<file path="config.mk">
export PLATFORM = sky130hd
export DESIGN_NAME = mem_stage_ctrl_flat
export DESIGN_NICKNAME = d
export VERILOG_FILES = /design/src/rtl/mem_ctrl_pkg.sv /design/src/rtl/mem_stage_ctrl_if.sv /design/src/rtl/mem_load_align.sv /design/src/rtl/mem_stage_ctrl.sv /design/src/flat_wrapper.sv
export SDC_FILE = /design/constraint.sdc
export NUM_CORES = 1
export LEC_CHECK = 0
export CORE_MARGIN = 10
export CORE_UTILIZATION = 38
export CTS_CLUSTER_DIAMETER = 120
export DETAILED_ROUTE_END_ITERATION = 12
export GPL_TIMING_DRIVEN = 0
export PLACE_DENSITY = 0.76
export RECOVER_POWER = 100
export REMOVE_ABC_BUFFERS = 1
export SYNTH_ARGS = -nofsm -noshare
export SYNTH_HDL_FRONTEND = slang
export SYNTH_SLANG_ARGS = --single-unit
export TNS_END_PERCENT = 1
</file>
<file path="constraint.sdc">
create_clock -name clk -period 3.54 [get_ports clk]
set_clock_uncertainty 0.15 [all_clocks]
set_input_delay 0.354 -clock clk [delete_from_list [all_inputs] [get_ports clk]]
set_output_delay 0.354 -clock clk [all_outputs]
set_load 0.03 [all_outputs]
</file>
<file path="src/rtl/mem_ctrl_pkg.sv">
// Shared types and constants for the MEM-stage data-cache access sequencer.
package mem_ctrl_pkg;

   localparam int DEFAULT_DATA_W = 32;

   localparam logic [3:0] WSTRB_WORD  = 4'b1111;
   localparam logic [3:0] WSTRB_BYTE0 = 4'b0001;

   typedef enum logic [1:0] {
      IDLE = 2'd0,
      REQ  = 2'd1,
      WAIT = 2'd2,
      DONE = 2'd3
   } state_e;

   // Byte-lane enable for a single byte store at the given offset.
   function automatic logic [3:0] byte_strb(input logic [1:0] off);
      return WSTRB_BYTE0 << off;
   endfunction

endpackage

</file>
<file path="src/rtl/mem_stage_ctrl_if.sv">
// Data-cache request/response bus between the MEM-stage controller and the cache.
interface mem_stage_ctrl_if #(
   parameter int DATA_W = 32,
   parameter int STRB_W = DATA_W / 8
);
   logic              dc_req;
   logic              dc_we;
   logic [DATA_W-1:0] dc_addr;
   logic [DATA_W-1:0] dc_wdata;
   logic [STRB_W-1:0] dc_wstrb;
   logic              dc_req_ready;
   logic              dc_resp_valid;
   logic [DATA_W-1:0] dc_rdata;

   modport master (
      output dc_req, dc_we, dc_addr, dc_wdata, dc_wstrb,
      input  dc_req_ready, dc_resp_valid, dc_rdata
   );

   modport slave (
      input  dc_req, dc_we, dc_addr, dc_wdata, dc_wstrb,
      output dc_req_ready, dc_resp_valid, dc_rdata
   );
endinterface

</file>
<file path="src/rtl/mem_load_align.sv">
// Load alignment: passes words through, selects and sign-extends bytes by offset.
module mem_load_align
   import mem_ctrl_pkg::*;
#(
   parameter int DATA_W = DEFAULT_DATA_W
) (
   input  logic              word_i,
   input  logic [1:0]        off_i,
   input  logic [DATA_W-1:0] rdata_i,
   output logic [DATA_W-1:0] data_o
);

   logic [7:0] byte_s;

   // Byte lane select followed by sign extension.
   always_comb begin
      byte_s = 8'h00;
      case (off_i)
         2'd0:    byte_s = rdata_i[7:0];
         2'd1:    byte_s = rdata_i[15:8];
         2'd2:    byte_s = rdata_i[23:16];
         2'd3:    byte_s = rdata_i[31:24];
         default: byte_s = 8'h00;
      endcase
      if (word_i) begin
         data_o = rdata_i;
      end else begin
         data_o = {{(DATA_W-8){byte_s[7]}}, byte_s};
      end
   end

endmodule

</file>
<file path="src/rtl/mem_stage_ctrl.sv">
// MEM-stage data-cache access sequencer: one request per load/store, pipeline stall,
// byte-load alignment and store strobes. Define MEM_CTRL_PERF_EN for perf counters.
module mem_stage_ctrl
   import mem_ctrl_pkg::*;
#(
   parameter int DATA_W = DEFAULT_DATA_W,
   parameter int STRB_W = DATA_W / 8
) (
   input  logic              clk,
   input  logic              rst,
   input  logic              mem_read_i,
   input  logic              mem_write_i,
   input  logic              ls_word_i,
   input  logic [DATA_W-1:0] addr_i,
   input  logic [DATA_W-1:0] wdata_i,
   input  logic              pipe_hold_i,
   mem_stage_ctrl_if.master  dc,
   output logic              stall_o,
   output logic [DATA_W-1:0] load_data_o,
   output logic              load_valid_o
`ifdef MEM_CTRL_PERF_EN
   ,
   output logic [31:0]       stall_cycles_o,
   output logic [31:0]       access_cnt_o
`endif
);

   state_e            state_q, state_d;
   logic              access_s, capture_s, handshake_s, complete_s, stall_s;
   logic              req_q, we_q, read_q, word_q;
   logic [1:0]        off_q;
   logic [DATA_W-1:0] addr_q, wdata_q, load_data_q, aligned_s;
   logic [STRB_W-1:0] wstrb_q;
   logic              load_valid_q;

   assign access_s = mem_read_i | mem_write_i;

   // Next-state and per-cycle control decode.
   always_comb begin
      state_d     = state_q;
      capture_s   = 1'b0;
      handshake_s = 1'b0;
      complete_s  = 1'b0;
      stall_s     = 1'b0;
      case (state_q)
         IDLE: begin
            if (access_s) begin
               capture_s = 1'b1;
               stall_s   = 1'b1;
               state_d   = REQ;
            end else begin
               state_d   = IDLE;
            end
         end
         REQ: begin
            stall_s = 1'b1;
            if (dc.dc_req_ready) begin
               handshake_s = 1'b1;
               if (dc.dc_resp_valid) begin
                  complete_s = 1'b1;
                  state_d    = DONE;
               end else begin
                  state_d    = WAIT;
               end
            end else begin
               state_d = REQ;
            end
         end
         WAIT: begin
            stall_s = 1'b1;
            if (dc.dc_resp_valid) begin
               complete_s = 1'b1;
               state_d    = DONE;
            end else begin
               state_d    = WAIT;
            end
         end
         DONE: begin
            if (pipe_hold_i) begin
               state_d = DONE;
            end else begin
               state_d = IDLE;
            end
         end
         default: state_d = IDLE;
      endcase
   end

   // State register.
   always_ff @(posedge clk or posedge rst) begin
      if (rst) begin
         state_q <= IDLE;
      end else begin
         state_q <= state_d;
      end
   end

   // Request registers: captured once per access, held until the cache accepts.
   always_ff @(posedge clk or posedge rst) begin
      if (rst) begin
         req_q   <= 1'b0;
         we_q    <= 1'b0;
         read_q  <= 1'b0;
         word_q  <= 1'b0;
         off_q   <= 2'd0;
         addr_q  <= {DATA_W{1'b0}};
         wdata_q <= {DATA_W{1'b0}};
         wstrb_q <= {STRB_W{1'b0}};
      end else if (capture_s) begin
         req_q   <= 1'b1;
         we_q    <= mem_write_i & ~mem_read_i;
         read_q  <= mem_read_i;
         word_q  <= ls_word_i;
         off_q   <= addr_i[1:0];
         addr_q  <= ls_word_i ? {addr_i[DATA_W-1:2], 2'b00} : addr_i;
         wdata_q <= ls_word_i ? wdata_i : {STRB_W{wdata_i[7:0]}};
         wstrb_q <= ls_word_i ? STRB_W'(WSTRB_WORD) : STRB_W'(byte_strb(addr_i[1:0]));
      end else if (handshake_s) begin
         req_q   <= 1'b0;
      end
   end

   mem_load_align #(.DATA_W(DATA_W)) u_align (
      .word_i  (word_q),
      .off_i   (off_q),
      .rdata_i (dc.dc_rdata),
      .data_o  (aligned_s)
   );

   // Load result: valid for the whole DONE residency, data held until the next read.
   always_ff @(posedge clk or posedge rst) begin
      if (rst) begin
         load_data_q  <= {DATA_W{1'b0}};
         load_valid_q <= 1'b0;
      end else begin
         load_valid_q <= read_q & (state_d == DONE);
         if (complete_s && read_q) begin
            load_data_q <= aligned_s;
         end
      end
   end

`ifdef MEM_CTRL_PERF_EN
   logic [31:0] stall_cycles_q, access_cnt_q;

   // Saturating performance counters.
   always_ff @(posedge clk or posedge rst) begin
      if (rst) begin
         stall_cycles_q <= 32'd0;
         access_cnt_q   <= 32'd0;
      end else begin
         if (stall_s && (stall_cycles_q != 32'hFFFF_FFFF)) begin
            stall_cycles_q <= stall_cycles_q + 32'd1;
         end
         if (handshake_s && (access_cnt_q != 32'hFFFF_FFFF)) begin
            access_cnt_q <= access_cnt_q + 32'd1;
         end
      end
   end

   assign stall_cycles_o = stall_cycles_q;
   assign access_cnt_o   = access_cnt_q;
`endif

   assign dc.dc_req     = req_q;
   assign dc.dc_we      = we_q;
   assign dc.dc_addr    = addr_q;
   assign dc.dc_wdata   = wdata_q;
   assign dc.dc_wstrb   = wstrb_q;
   assign stall_o       = stall_s;
   assign load_data_o   = load_data_q;
   assign load_valid_o  = load_valid_q;

endmodule

</file>
<file path="src/flat_wrapper.sv">
// flat-port wrapper written by rule: the top's interface ports become plain ports
module mem_stage_ctrl_flat import mem_ctrl_pkg::*;
#(
   parameter int DATA_W = DEFAULT_DATA_W,
   parameter int STRB_W = DATA_W / 8
)
  (clk, rst, mem_read_i, mem_write_i, ls_word_i, addr_i, wdata_i, pipe_hold_i, stall_o, load_data_o, load_valid_o, dc_dc_req, dc_dc_we, dc_dc_addr, dc_dc_wdata, dc_dc_wstrb, dc_dc_req_ready, dc_dc_resp_valid, dc_dc_rdata);
  mem_stage_ctrl_if #(.DATA_W(DATA_W), .STRB_W(STRB_W)) dc_i ();
  input  logic clk;
  input  logic rst;
  input  logic mem_read_i;
  input  logic mem_write_i;
  input  logic ls_word_i;
  input  logic [DATA_W-1:0] addr_i;
  input  logic [DATA_W-1:0] wdata_i;
  input  logic pipe_hold_i;
  output logic stall_o;
  output logic [DATA_W-1:0] load_data_o;
  output logic load_valid_o;
  output wire logic [$bits(dc_i.dc_req)-1:0] dc_dc_req;
  output wire logic [$bits(dc_i.dc_we)-1:0] dc_dc_we;
  output wire logic [$bits(dc_i.dc_addr)-1:0] dc_dc_addr;
  output wire logic [$bits(dc_i.dc_wdata)-1:0] dc_dc_wdata;
  output wire logic [$bits(dc_i.dc_wstrb)-1:0] dc_dc_wstrb;
  input wire logic [$bits(dc_i.dc_req_ready)-1:0] dc_dc_req_ready;
  input wire logic [$bits(dc_i.dc_resp_valid)-1:0] dc_dc_resp_valid;
  input wire logic [$bits(dc_i.dc_rdata)-1:0] dc_dc_rdata;
  assign dc_dc_req = dc_i.dc_req;
  assign dc_dc_we = dc_i.dc_we;
  assign dc_dc_addr = dc_i.dc_addr;
  assign dc_dc_wdata = dc_i.dc_wdata;
  assign dc_dc_wstrb = dc_i.dc_wstrb;
  assign dc_i.dc_req_ready = dc_dc_req_ready;
  assign dc_i.dc_resp_valid = dc_dc_resp_valid;
  assign dc_i.dc_rdata = dc_dc_rdata;
  mem_stage_ctrl #(.DATA_W(DATA_W), .STRB_W(STRB_W)) u_core (.clk(clk), .rst(rst), .mem_read_i(mem_read_i), .mem_write_i(mem_write_i), .ls_word_i(ls_word_i), .addr_i(addr_i), .wdata_i(wdata_i), .pipe_hold_i(pipe_hold_i), .dc(dc_i), .stall_o(stall_o), .load_data_o(load_data_o), .load_valid_o(load_valid_o));
endmodule
</file>
======== Yosys cells after proc, flatten, opt, wreduce, memory -nomap -nowiden ========
Cells that the tools add are included.
word-level totals
  register bits ........................... 109
  output and inout bits ................... 104
cells by class
  shift operators ......................... 1
  bitwise gates (word level) .............. 4
  equality and inequality tests ........... 7
  reductions and logical operators ........ 5
  multiplexer cells ....................... 20
operators by type and width
  kind                 count
  $mux 32              2
  $pmux 8 s4           1
  $eq 2x2->1 const B   5
  $mux 1               10
  $pmux 2 s4           1
  $mux 2               3
  $eq 2x1->1 const B   2
  $logic_not 2->1      2
  $mux 4               1
  $pmux 1 s2           2
  $shl 1x2->4 const A  1
  $and 1x1->1          2
  $reduce_bool 2->1    1
  $reduce_or 2->1      1
  $logic_and 1x1->1    1
  $not 1->1            1
  $or 1x1->1           1

======== Longest topological paths before layout ========
  depth after elaboration ................. 5
  depth in mapped cells ................... 7
  gate-level depth less buffers ........... 5

======== Cells and area by module ========
From an unflattened synthesis, not the netlist that was laid out.
unflattened totals
  cells, all modules ...................... 406
  area total of the unflattened synthesis .. 4,906.0 µm²
by module, submodules not included
  module          instances  area an instance (µm²)  cells each  seq. area each (µm²)
  mem_stage_ctrl  1          4,346.7                 331         2,727.6
  mem_load_align  1          559.3                   75          0.0

======== Worst setup path after synthesis ========
Ideal clock, no wire load.
  kind .................................... register to output
  start ................................... register u_core.state_q[0]
  end ..................................... output stall_o
  data required time ...................... 3.036 ns
  cell stages (with the launch flop) ...... 7
  arrival time ............................ 1.628 ns
  path slack .............................. 1.408 ns
  buffers on the path ..................... 2
  cells stage by stage .................... dfrtp_1 inv_1 ha_1 o21ai_2 buf_2 buf_2 a21oi_1
between the ends
  word-level cells in the longest chain between the ends .. 3
ends and longest elaborated chain
  element                                   line                  source
  start, declared                           mem_stage_ctrl.sv:28  state_e state_q, state_d;
  start signal, assigned                    mem_stage_ctrl.sv:94  state_q <= state_d;
  $eq 2x1->1 or $eq 2x2->1 (tied branches)  mem_stage_ctrl.sv:45  case (state_q)
  $reduce_or 2->1 (no line)                 --
  $pmux 1 s2 (*)                            mem_stage_ctrl.sv:45
  end, declared                             flat_wrapper.sv:17    output logic stall_o;
Every way passes the cells marked *; elsewhere a longest branch is shown, timed or not.

======== Final worst setup path ========
  start ................................... input mem_read_i
  end ..................................... output stall_o
between the ends
  word-level cells in the longest chain between the ends .. 3
ends and longest elaborated chain
  element          line                  source
  start, declared  flat_wrapper.sv:11    input logic mem_read_i;
  $or 1x1->1       mem_stage_ctrl.sv:36  assign access_s = mem_read_i | mem_write_i;
  $mux 1           mem_stage_ctrl.sv:47  if (access_s) begin
  $pmux 1 s2       mem_stage_ctrl.sv:45
No other way between the ends.

==> flow_summary.yaml <==
status:
  outcome: "finished, violations left"
  failed_checks: "capacitance limit, slew limit"
routing:
  wire_per_inst_um: 18.5
  wl_um: 14700
  vias: 4062
  drtIter0Drc: 212
  first_pass_iters: 4
  routed_via_density: 5.13
  drc: 0
  ant_nets: 0
timing:
  setup_violations: 0
  slew_headroom_pct: -39.2
  fin_crit_sh_pct: 86.2
  slew_viol_final: 80
  finalHoldViolations: 0
  period_needed_ns: 3.05
  rsz0062_at_grt: "no"
  holdWs_ns: 0.323
  fmax_ghz: 0.328
  worstMarginPinSlew_ns: 2.09
clock_tree:
  postCtsResizedCells: 0
  clk_pin_slew_ns: 0.07
  cts-hold-fix-buffers: 0
  post_cts_buffers: 0
  clockBufferDepth: 2
  cts_root_buf: "clkbuf_16"
  cts_tree: "yes"
  cts.sinks: 109
  clk_latency_ns: 0.35
  htree_levels: 3
  cts_buffers: 9
yosys:
  synth-seq-cells: 109
  synth.avg_cell_area_um2: 11.0
  synth_edf_count: 0
  synth_cells: 431
  synth_compound_area_share_pct: 17.0
  synth_ff_type: "dfrtp_1"
  synthMuxAreaShare_pct: 11.3
  synth_top_family_by_area: "compound AO/OA/AOI/OAI gates"
  yosysWarnings: 0
  yosysUniqueCellTypes: 31
  syn_area_um2: 4720
  seq_area_frac_synth_pct: 57.7
  synthArstFlopShare_pct: 100
  yosys.area_share.simple_pct: 8.42
  yosys.area_share.xor_xnor_pct: 0
  synthAdderAreaFrac_pct: 1.59
setup_path:
  timing.rr.start: "u_core.state_q[1]"
  r2r_slack_ns: 0.59
  startpoint: "mem_read_i"
  setup.worst_path.class: "primary input to primary output"
  critPathCapture: "stall_o"
  startpoint_type: "primary input"
  crit_chain: "dlygate4sd3_1 > o21ai_4 > a21oi_1 > dlygate4sd3_1"
  path_depth: 4
  crit_path_max_fanout: 35
  path_buf_inv: 2
  path_delay_family: "buffers and inverters"
  r2r_end: "u_core.load_data_o[26]"
  worstPathRequired_ns: 3.04
  slowest_stage: "dlygate4sd3_1"
  arrival_ns: 2.55
  reg2reg_depth: 5
  worst_path_most_repeated_cell: "dlygate4sd3_1"
  crit_path_end_kind: "primary output"
  cpPeakStageDelay_ns: 0.72
floorplan:
  io_pins: 208
  core_um2: 12100
  initial_core_util_pct: 39.0
  die_x_um: 132
  die_height_um: 132
  dieArea_um2: 17300
  rows: 40
placement:
  place_congestion: 0.887
  place_hpwl_um: 11100
  portBuffers: 207
final_layout:
  antenna_cells: 0
  fill_cells: 1035
  nets: 730
  drive_gt1_share_pct: 9.78
  syn_to_final_growth_pct: 52.0
  mostFrequentLayoutCells: "109 x dfrtp_1, 106 x dlygate4sd3_1, 100 x clkdlybuf4s50_1"
  final_common_cell: "dfrtp_1"
grt:
  grt.overflow.total: 0
  grt_max_degree: 57
  grtUsageTotal_pct: 16.9
  grt_pass1_vias: 4378
  grt_pass1_wl_um: 23900
  antenna_found_initial: 0
power_and_ir_drop:
  powerDensity_nw_per_um2: 982
  power.total_mw: 7.05
  irDropWorstVdd_uv: 516
  leakage_nw: 3.02
run:
  cap_violations: 2
worst_hold_path:
  worstHoldPathType: "register to register"
[report_power, final]
| part | switching [mW] | total [mW] | internal [mW] |
|---|---|---|---|
| logic | 2.33 | 3.83 | 1.50 |
| registers | 0.389 | 2.25 | 1.87 |
| clock network | 0.454 | 0.967 | 0.513 |
[worst min-delay path by stage]
stage | start | to | slack [ns] | cells past startpoint
6_report | u_core.dc.dc_wdata[9] | u_core.dc.dc_wdata[9] | 0.32 | 2
5_1_grt | u_core.dc.dc_wdata[19] | u_core.dc.dc_wdata[19] | 0.36 | 2
4_1_cts | u_core.dc.dc_wdata[12] | u_core.dc.dc_wdata[12] | 0.34 | 2
3_5_place_dp | u_core.dc.dc_wdata[12] | u_core.dc.dc_wdata[12] | 0.32 | 2
3_3_place_gp | u_core.dc.dc_wdata[25] | u_core.dc.dc_wdata[25] | 0.31 | 2
2_1_floorplan | ls_word_i | u_core.dc.dc_addr[0] | 0.30 | 1
[synthesized netlist by cell type (all sizes together), types with 2 or more instances]
cell type,instances,area share (%)
inv,6,0.48
a21oi,64,6.9
o31ai,2,0.32
mux2,39,9.3
a211oi,7,1.1
ha,6,1.6
o2bb2ai,7,1.3
nand2,66,5.2
o21ai,33,3.6
nor4,7,0.93
a31oi,25,3.3
dfrtp,109,58
clkbuf,12,0.95
and3,2,0.26
mux2i,7,1.5
nor2,2,0.21
nand2b,2,0.26
buf,20,2.6
nor2b,9,1.2
[registers in the layout, summed over array words and instances, names as in the netlist, 2 cells and up]
name and flops:
u_core.state_q 2, u_core.load_data_o 32, u_core.dc.dc_wdata 32, u_core.dc.dc_wstrb 4
u_core.off_q 2, u_core.dc.dc_addr 32
[cell type report]
cell class / instances / area [um2] / share of cell area (%)
clock buffer: 12 / 256 / 3.57
multi-input combinational: 284 / 1810 / 25.2
tap: 168 / 210 / 2.93
inverter: 6 / 22.5 / 0.314
sequential: 109 / 2730 / 38.0
clock inverter: 3 / 21.3 / 0.296
timing repair buffer: 210 / 2130 / 29.7
[worst register-to-register path: cells and delay by family, from the launching register on]
kind | cells | cell delay (ns)
buffers and inverters | 1 | 0.12
AO/OA/AOI/OAI | 2 | 0.48
AND/OR/NAND/NOR | 1 | 1.34
flip-flops | 1 | 0.42
adder cells (fa/ha/maj) | 1 | 0.23
[logic make-up (layout without fill, tap and decap cells)]
kind of cell / count (synthesis) / in the layout
AOI/OAI and AO/OA: 141 / 141
adders and majority gates: 6 / 6
buffers and inverters: 38 / 231
DFF: 109 / 109
muxes: 47 / 47
and+or+nand+nor: 90 / 90
[through the flow]
step / setup slack, ns / TNS (ns) / cell area, um2 / utilization, % / std cells
after floorplan: -0.253 / -0.253 / 4560 / - / 399
after CTS: 0.657 / 0 / 7200 / 59.4 / 792
final: 0.487 / 0 / 7180 / 59.3 / 792
after detailed placement: 0.660 / 0 / 6920 / 57.1 / 777
after global routing: 0.322 / 0 / 7180 / 59.3 / 792
after global placement: -1.79 / -232.11 / 6840 / 56.5 / 774
[routing by layer]
layer  GRT usage (%)  part of all wire (%)  up-vias
met5               0                     0        -
li1                -                     -     1914
met2            27.1                    47      174
met1            19.6                    41     1953
met3            7.36                    10       21
met4            5.93                   2.0        0
Power figures use the tool's default switching activity.
